<file path="config.mk">
export PLATFORM = sky130hd
export DESIGN_NAME = register_file_flat
export DESIGN_NICKNAME = d
export VERILOG_FILES = /design/src/rtl/register_file_if.sv /design/src/rtl/register_file.sv /design/src/flat_wrapper.sv
export SDC_FILE = /design/constraint.sdc
export NUM_CORES = 1
export LEC_CHECK = 0
export ABC_AREA = 0
export CAP_MARGIN = 20
export CORE_ASPECT_RATIO = 1.25
export CORE_MARGIN = 2
export CORE_UTILIZATION = 26
export DETAILED_ROUTE_END_ITERATION = 12
export PLACE_DENSITY = 0.41
export SYNTH_ARGS = -nofsm -noshare
export SYNTH_HDL_FRONTEND = slang
export SYNTH_SLANG_ARGS = --single-unit
</file>
<file path="constraint.sdc">
create_clock -name i_clk -period 3.7 [get_ports i_clk]
set_input_delay 1.11 -clock i_clk [delete_from_list [all_inputs] [get_ports i_clk]]
set_output_delay 1.11 -clock i_clk [all_outputs]
set_load 0.005 [all_outputs]
</file>
<file path="src/rtl/register_file_if.sv">
// rtl/register_file_if.sv - write-back, read and issue/scoreboard signals of the register file
interface register_file_if #(
   parameter int DATA_W = 16,
   parameter int ADDR_W = 3
);
   logic                     i_write_back;
   logic [ADDR_W-1:0]        i_write_addr;
   logic [DATA_W-1:0]        i_write_data;
   logic [ADDR_W-1:0]        i_read_addr1;
   logic [ADDR_W-1:0]        i_read_addr2;
   logic [DATA_W-1:0]        o_read_data1;
   logic [DATA_W-1:0]        o_read_data2;
   logic                     i_src1_used;
   logic                     i_src2_used;
   logic                     i_issue_valid;
   logic                     i_issue_writes;
   logic [ADDR_W-1:0]        i_issue_dest;
   logic                     i_flush;
   logic                     o_stall;
   logic [(1<<ADDR_W)-1:0]   o_pending;

   modport slave (
      input  i_write_back, i_write_addr, i_write_data,
      input  i_read_addr1, i_read_addr2,
      input  i_src1_used, i_src2_used,
      input  i_issue_valid, i_issue_writes, i_issue_dest, i_flush,
      output o_read_data1, o_read_data2, o_stall, o_pending
   );

   modport master (
      output i_write_back, i_write_addr, i_write_data,
      output i_read_addr1, i_read_addr2,
      output i_src1_used, i_src2_used,
      output i_issue_valid, i_issue_writes, i_issue_dest, i_flush,
      input  o_read_data1, o_read_data2, o_stall, o_pending
   );
endinterface

</file>
<file path="src/rtl/register_file.sv">
// rtl/register_file.sv - register array with pending-write scoreboard and RAW stall
// REGFILE_BYPASS_EN enables write-through reads and same-cycle stall release.
module register_file #(
   parameter int DATA_W = 16,
   parameter int ADDR_W = 3,
   parameter int CNT_W  = 2
) (
   input logic            i_clk,
   input logic            i_reset,
   register_file_if.slave bus
);
   localparam int NREG = 1 << ADDR_W;
   localparam logic [CNT_W-1:0] CNT_MAX = '1;
   localparam logic [CNT_W-1:0] CNT_ONE = CNT_W'(1);

   logic [DATA_W-1:0] regs [NREG];
   logic [CNT_W-1:0]  cnt  [NREG];

   logic retiring1, retiring2;
   logic hazard1, hazard2, dest_full, issue_accept;

`ifdef REGFILE_BYPASS_EN
   always_comb begin
      bus.o_read_data1 = regs[bus.i_read_addr1];
      bus.o_read_data2 = regs[bus.i_read_addr2];
      if (bus.i_write_back && (bus.i_write_addr == bus.i_read_addr1))
         bus.o_read_data1 = bus.i_write_data;
      if (bus.i_write_back && (bus.i_write_addr == bus.i_read_addr2))
         bus.o_read_data2 = bus.i_write_data;
   end

   // The final outstanding write to a source frees the stall in its own cycle.
   assign retiring1 = bus.i_write_back && (bus.i_write_addr == bus.i_read_addr1)
                      && (cnt[bus.i_read_addr1] == CNT_ONE);
   assign retiring2 = bus.i_write_back && (bus.i_write_addr == bus.i_read_addr2)
                      && (cnt[bus.i_read_addr2] == CNT_ONE);
`else
   always_comb begin
      bus.o_read_data1 = regs[bus.i_read_addr1];
      bus.o_read_data2 = regs[bus.i_read_addr2];
   end

   assign retiring1 = 1'b0;
   assign retiring2 = 1'b0;
`endif

   assign hazard1 = bus.i_src1_used && (cnt[bus.i_read_addr1] != '0) && !retiring1;
   assign hazard2 = bus.i_src2_used && (cnt[bus.i_read_addr2] != '0) && !retiring2;

   // Saturation guard: a full counter must never take another increment.
   assign dest_full = bus.i_issue_valid && bus.i_issue_writes
                      && (cnt[bus.i_issue_dest] == CNT_MAX);

   assign bus.o_stall   = hazard1 || hazard2 || dest_full;
   assign issue_accept  = bus.i_issue_valid && bus.i_issue_writes && !bus.o_stall;

   always_comb begin
      bus.o_pending = '0;
      for (int i = 0; i < NREG; i++)
         bus.o_pending[i] = (cnt[i] != '0);
   end

   always_ff @(posedge i_clk) begin
      if (i_reset) begin
         for (int i = 0; i < NREG; i++) begin
            regs[i] <= '0;
            cnt[i]  <= '0;
         end
      end else begin
         if (bus.i_write_back)
            regs[bus.i_write_addr] <= bus.i_write_data;
         for (int i = 0; i < NREG; i++) begin
            if (bus.i_flush) begin
               cnt[i] <= '0;
            end else begin
               // Matching increment and decrement on the same edge cancel out.
               if ((issue_accept && (bus.i_issue_dest == ADDR_W'(i)))
                   && !(bus.i_write_back && (bus.i_write_addr == ADDR_W'(i)) && (cnt[i] != '0)))
                  cnt[i] <= cnt[i] + CNT_ONE;
               else if (!(issue_accept && (bus.i_issue_dest == ADDR_W'(i)))
                        && (bus.i_write_back && (bus.i_write_addr == ADDR_W'(i)) && (cnt[i] != '0)))
                  cnt[i] <= cnt[i] - CNT_ONE;
            end
         end
      end
   end
endmodule

</file>
<file path="src/flat_wrapper.sv">
// flat-port wrapper written by rule: the top's interface ports become plain ports
module register_file_flat 
#(
   parameter int DATA_W = 16,
   parameter int ADDR_W = 3,
   parameter int CNT_W  = 2
)
  (i_clk, i_reset, bus_i_write_back, bus_i_write_addr, bus_i_write_data, bus_i_read_addr1, bus_i_read_addr2, bus_i_src1_used, bus_i_src2_used, bus_i_issue_valid, bus_i_issue_writes, bus_i_issue_dest, bus_i_flush, bus_o_read_data1, bus_o_read_data2, bus_o_stall, bus_o_pending);
  register_file_if #(.DATA_W(DATA_W), .ADDR_W(ADDR_W)) bus_i ();
  input logic i_clk;
  input logic i_reset;
  input wire logic [$bits(bus_i.i_write_back)-1:0] bus_i_write_back;
  input wire logic [$bits(bus_i.i_write_addr)-1:0] bus_i_write_addr;
  input wire logic [$bits(bus_i.i_write_data)-1:0] bus_i_write_data;
  input wire logic [$bits(bus_i.i_read_addr1)-1:0] bus_i_read_addr1;
  input wire logic [$bits(bus_i.i_read_addr2)-1:0] bus_i_read_addr2;
  input wire logic [$bits(bus_i.i_src1_used)-1:0] bus_i_src1_used;
  input wire logic [$bits(bus_i.i_src2_used)-1:0] bus_i_src2_used;
  input wire logic [$bits(bus_i.i_issue_valid)-1:0] bus_i_issue_valid;
  input wire logic [$bits(bus_i.i_issue_writes)-1:0] bus_i_issue_writes;
  input wire logic [$bits(bus_i.i_issue_dest)-1:0] bus_i_issue_dest;
  input wire logic [$bits(bus_i.i_flush)-1:0] bus_i_flush;
  output wire logic [$bits(bus_i.o_read_data1)-1:0] bus_o_read_data1;
  output wire logic [$bits(bus_i.o_read_data2)-1:0] bus_o_read_data2;
  output wire logic [$bits(bus_i.o_stall)-1:0] bus_o_stall;
  output wire logic [$bits(bus_i.o_pending)-1:0] bus_o_pending;
  assign bus_i.i_write_back = bus_i_write_back;
  assign bus_i.i_write_addr = bus_i_write_addr;
  assign bus_i.i_write_data = bus_i_write_data;
  assign bus_i.i_read_addr1 = bus_i_read_addr1;
  assign bus_i.i_read_addr2 = bus_i_read_addr2;
  assign bus_i.i_src1_used = bus_i_src1_used;
  assign bus_i.i_src2_used = bus_i_src2_used;
  assign bus_i.i_issue_valid = bus_i_issue_valid;
  assign bus_i.i_issue_writes = bus_i_issue_writes;
  assign bus_i.i_issue_dest = bus_i_issue_dest;
  assign bus_i.i_flush = bus_i_flush;
  assign bus_o_read_data1 = bus_i.o_read_data1;
  assign bus_o_read_data2 = bus_i.o_read_data2;
  assign bus_o_stall = bus_i.o_stall;
  assign bus_o_pending = bus_i.o_pending;
  register_file #(.DATA_W(DATA_W), .ADDR_W(ADDR_W), .CNT_W(CNT_W)) u_core (.i_clk(i_clk), .i_reset(i_reset), .bus(bus_i));
endmodule
</file>
* Yosys cells after proc, flatten, opt, wreduce, memory -nomap -nowiden
Memories as Yosys holds them, arrays and structs flattened.
Cells that the tools add are included.
** Storage, ports and cells
- Register bits after elaboration :: 0
- Latch bits :: 0
- Bits in writable memories :: 144
- Bits in read-only memories :: 0
- Input bits :: 36
- Memories kept :: 2
** Cells by class
- Add/subtract/negate cells :: 16
- $mul :: 0
- Div/mod/pow operators :: 0
- $lt $le $gt $ge :: 0
- Eq/ne operators :: 15
- Shift operators :: 0
- Mux-type cells :: 107
- Bitwise operators :: 24
- Reduce and logical (&&, ||, !) cells :: 77
** Memory list
- u_core.regs :: words 8, bits a word 16, read ports 2, clocked after memory_dff 0, wr ports 8, line register_file.sv:16 : logic [DATA_W-1:0] regs [NREG];
- u_core.cnt :: words 8, bits a word 2, read ports 11, clocked after memory_dff 0, wr ports 8, line register_file.sv:17 : logic [CNT_W-1:0] cnt [NREG];
** Operator list (number)
- $mux 1 :: 81
- $mux 2 :: 24
- $logic_and 1x1->1 :: 45
- $eq 3x3->1 const B :: 8
- $or 1x1->1 :: 24
- $reduce_bool 2->1 :: 10
- $logic_not 1->1 :: 17
- $add 2x1->2 const B :: 8
- $mux 16 :: 1
- $reduce_or 16->1 :: 1
- $sub 2x1->2 const B :: 8
- $eq 3x2->1 const B :: 4
- $eq 3x1->1 const B :: 2
- $logic_not 3->1 :: 2
- $mux 3 :: 1
- $eq 2x2->1 const B :: 1
- $logic_or 1x1->1 :: 2

* Longest topological paths before layout
An unclocked memory read counts as a cell.
- Depth after elaboration :: 16
- Mapped depth :: 7

* Worst setup path after synthesis
OpenSTA, ideal clock, no wires.
- Kind :: input-to-output
- From :: in bus_i_read_addr1[0]
- To :: out bus_o_read_data1[0]
- Data arrival time :: 2333 ps
- Path slack :: 257 ps
- Cell stages on the path :: 4
- Cells stage by stage :: buf_4 -> buf_2 -> mux4_2 -> mux2_2
** Between the ends
- Cells in the longest elaborated chain, start to end :: 1
** Ends and longest elaborated chain
- start: declaration :: line flat_wrapper.sv:15 : input wire logic [$bits(bus_i.i_read_addr1)-1:0] bus_i_read_addr1;
- $mem_v2 8x16
- end: declaration :: line flat_wrapper.sv:23 : output wire logic [$bits(bus_i.o_read_data1)-1:0] bus_o_read_data1;
Every way passes these cells.

* Worst setup path after layout
- From :: in bus_i_read_addr2[0]
- To :: out bus_o_read_data2[3]
** Between the ends
- Cells in the longest elaborated chain, start to end :: 1
** Ends and longest elaborated chain
- start: declaration :: line flat_wrapper.sv:16 : input wire logic [$bits(bus_i.i_read_addr2)-1:0] bus_i_read_addr2;
- $mem_v2 8x16
- end: declaration :: line flat_wrapper.sv:24 : output wire logic [$bits(bus_i.o_read_data2)-1:0] bus_o_read_data2;
Every way passes these cells.

==> metrics.cfg <==
[grt]
grt_util_all_layers_pct = 16.3
grt_pass1_wl_um = 38300
globalRouteOverflowTotal = 0
grt_pass1_vias = 6107
number_of_antenna_violations_at_the_first_check_in_global_routing = 0
grt_start_max_net_pins = 25

[power_and_ir_drop]
power_density_nw_per_um2 = 421
vdd_ir_drop_max_mv = 0.312
power_mw = 4.61
leak_pwr_nw = 4.01

[logic_synthesis]
synth_async_sr_flop_share_pct = 0
synth.ff_latch_count = 144
synth_edf_count = 144
netlist.top_cell.by_area = edfxtp_1
synthCells = 575
yosys-top-cells-area = edfxtp_1, mux4_2, and2_1, mux2_2, ha_1
ys.flop_type = edfxtp_1
synthDominantCellAreaShare_pct = 52.8
synth.distinct_cells = 39
synth.yosys.seq_area_share_pct = 52.8
post_synth.cell_area_avg_sq_um = 14.2
ys_warn_count = 0
synthesis.nets = 619
synth.cell_area_sq_um = 8190

[sta]
setup_repair_after_global_routing_missed_its_margin = no
fmaxAchievable_mhz = 273
max-slew-margin-rel_pct = 57.6
slew_viol_final = 0
post-route-period-util_pct = 99.1
worst-slew-pin-transition_ps = 636
fin_worst_hold_slack_ps = 647
setup_total_negative_slack_ps = 0
final_setup_vio_count = 0
timing.final.hold_violations = 0
finClkSkew_ps = 2.47
final.min_clock_period_ps = 3670

[detailed_routing]
dr.pass1.iters = 5
wl_per_cell_um = 22.7
avgViaCountPerCell = 4.83
routed_wirelength_um = 25600
vias = 5443
drc_errors = 0
detail-route-antenna-nets = 0
drt-initial-drc-count = 306

[clocking]
cts_tree = done
clock_latency_of_the_later_clocked_register_in_the_worst_skew_pair_ps = 430
ctsLongestPathBuffers = 2
clk_pin_slew_ps = 60
h-tree-depth = 4
cts.hold.buffers_added = 0
tritoncts.num_buffers = 17
tritoncts_num_sinks = 144
cts_root_buffer = clkbuf_16

[final_layout]
utilization_pct = 35.4
final_layout_size_suffix_gt1_share_pct = 32.7
num-fill-cells = 3041
diodes = 0
finish.net_count = 752
area_growth_pct = 33.7

[place]
routability_cong = 0.885
io_buffer_count = 76
dpl.hpwl_um = 15800

[setup_path]
reg2regPathDepth = 8
cp-start-kind = primary input
worst-setup-path-type = in2out
critical_path_endpoint_category = output pin
worst-path-max-fanout = 5
setup.reg_to_reg.worst_slack_ps = 1350
critical_path_required_ps = 2590
worst_r2r_endpoint = u_core.cnt[2][0]
worst_r2r_startpoint = u_core.cnt[6][1]
arrival_ps = 2560

[outcome]
outcome = finished, final reports clean

[die]
top_level_ports = 77
rows = 72
core_sq_um = 31000
die_y_um = 202
die_boundary_width_um = 163
floorplan.initialDensity_pct = 26.4
fp.dieArea_sq_um = 33000

[hold_path]
min_delay_path_depth = 1
hold_path_class = reg2reg
whs_endpoint = u_core.cnt[4][0]
hold_path_startpoint = u_core.cnt[4][0]

[flow_run]
timing.max_cap.violations = 0

sequential cells by signal (all words and copies together), names as in the netlist:
signal and flops:
u_core.regs 128, u_core.cnt 16
cell usage in the layout (no fill, tap or decap), drive strengths merged, types with 15 or more instances in the layout:
master | netlist | final
nand2 | 15 | 15
buf | 12 | 79
and2 | 128 | 128
clkdlybuf4s50 | 0 | 36
dlygate4sd2 | 0 | 20
nor3 | 20 | 20
mux2 | 32 | 32
edfxtp | 144 | 144
mux4 | 64 | 64
clkbuf | 23 | 23
inv | 25 | 25
final cells by class:
type / count / area, sq um / area share [%]
inverter: 25 / 93.8 / 0.857
sequential: 144 / 4320 / 39.5
clock inverter: 13 / 216 / 1.98
tap: 407 / 509 / 4.65
clock buffer: 19 / 433 / 3.95
timing repair buffer: 149 / 1610 / 14.7
multi-input combinational: 371 / 3770 / 34.4
what timing repair did:
item	in CTS	in global routing
gates cloned	8	0
pin swaps	1	3
setup endpoints to repair	33	12
resized for setup	90	18
setup buffers	21	1
hold endpoints to repair	0	0
synthesized netlist by cell type, types with 5 or more instances:
cell type	number
o21bai_1	7
inv_1	25
nand2_1	15
nor3_1	19
o21ai_1	5
mux2_2	32
nand3_1	13
buf_2	10
clkbuf_1	23
nand4_1	6
ha_1	8
xnor2_1	5
mux2i_1	5
o311ai_0	5
or3_1	10
mux4_2	64
and2_1	128
nor2_1	9
edfxtp_1	144
kinds of logic after synthesis:
| kind of cell | after synthesis | synth area share, % |
|---|---|---|
| AND/OR/NAND/NOR | 231 | 17.2 |
| XOR/XNOR | 8 | 0.855 |
| AO/OA/AOI/OAI | 23 | 2.37 |
| buffers and inverters | 60 | 2.99 |
| adder cells (fa/ha/maj) | 8 | 1.22 |
| multiplexers | 101 | 22.6 |
| flip-flops | 144 | 52.8 |
report_power, final:
group / internal (mW) / total, mW / switching, mW / leakage, nW
Clock: 1.25 / 1.94 / 0.684 / 0.311
Sequential: 1.90 / 1.95 / 0.0534 / 1.41
Combinational: 0.400 / 0.720 / 0.321 / 2.29
how the worst max path moves through the flow:
| stage | depth (start not counted) | slack, ps | from | endpoint |
|---|---|---|---|---|
| 2_1_floorplan | 4 | 260 | bus_i_read_addr1[0] | bus_o_read_data1[0] |
| 5_1_grt | 6 | 7 | bus_i_read_addr1[0] | bus_o_read_data1[7] |
| 3_5_place_dp | 5 | -530 | bus_i_issue_dest[1] | bus_o_stall |
| 6_report | 6 | 30 | bus_i_read_addr2[0] | bus_o_read_data2[3] |
| 3_3_place_gp | 5 | -480 | bus_i_issue_dest[1] | bus_o_stall |
| 4_1_cts | 9 | -120 | bus_i_read_addr1[0] | bus_o_stall |
worst max-delay path: stages:
cell and delay, ps:
bufbuf_16 240, buf_16 120, buf_4 110, mux4_2 480, mux2_4 290, clkdlybuf4s15_1 210
stage by stage:
stage / area (sq um) / std cells / setup slack, ps
final: 11000 / 1128 / 32.8
after global routing: 11000 / 1128 / 6.51
after CTS: 11000 / 1129 / -119
after detailed placement: 9810 / 1068 / -527
after global placement: 9800 / 1067 / -476
after floorplan: 8190 / 575 / 257
layer usage:
layer	GRT usage, %	wire [um]
met5	0	0
met1	20.0	10600
met4	6.48	683
met3	3.02	1130
met2	28.2	13200
Note: power is estimated with default switching activity, not from simulation.
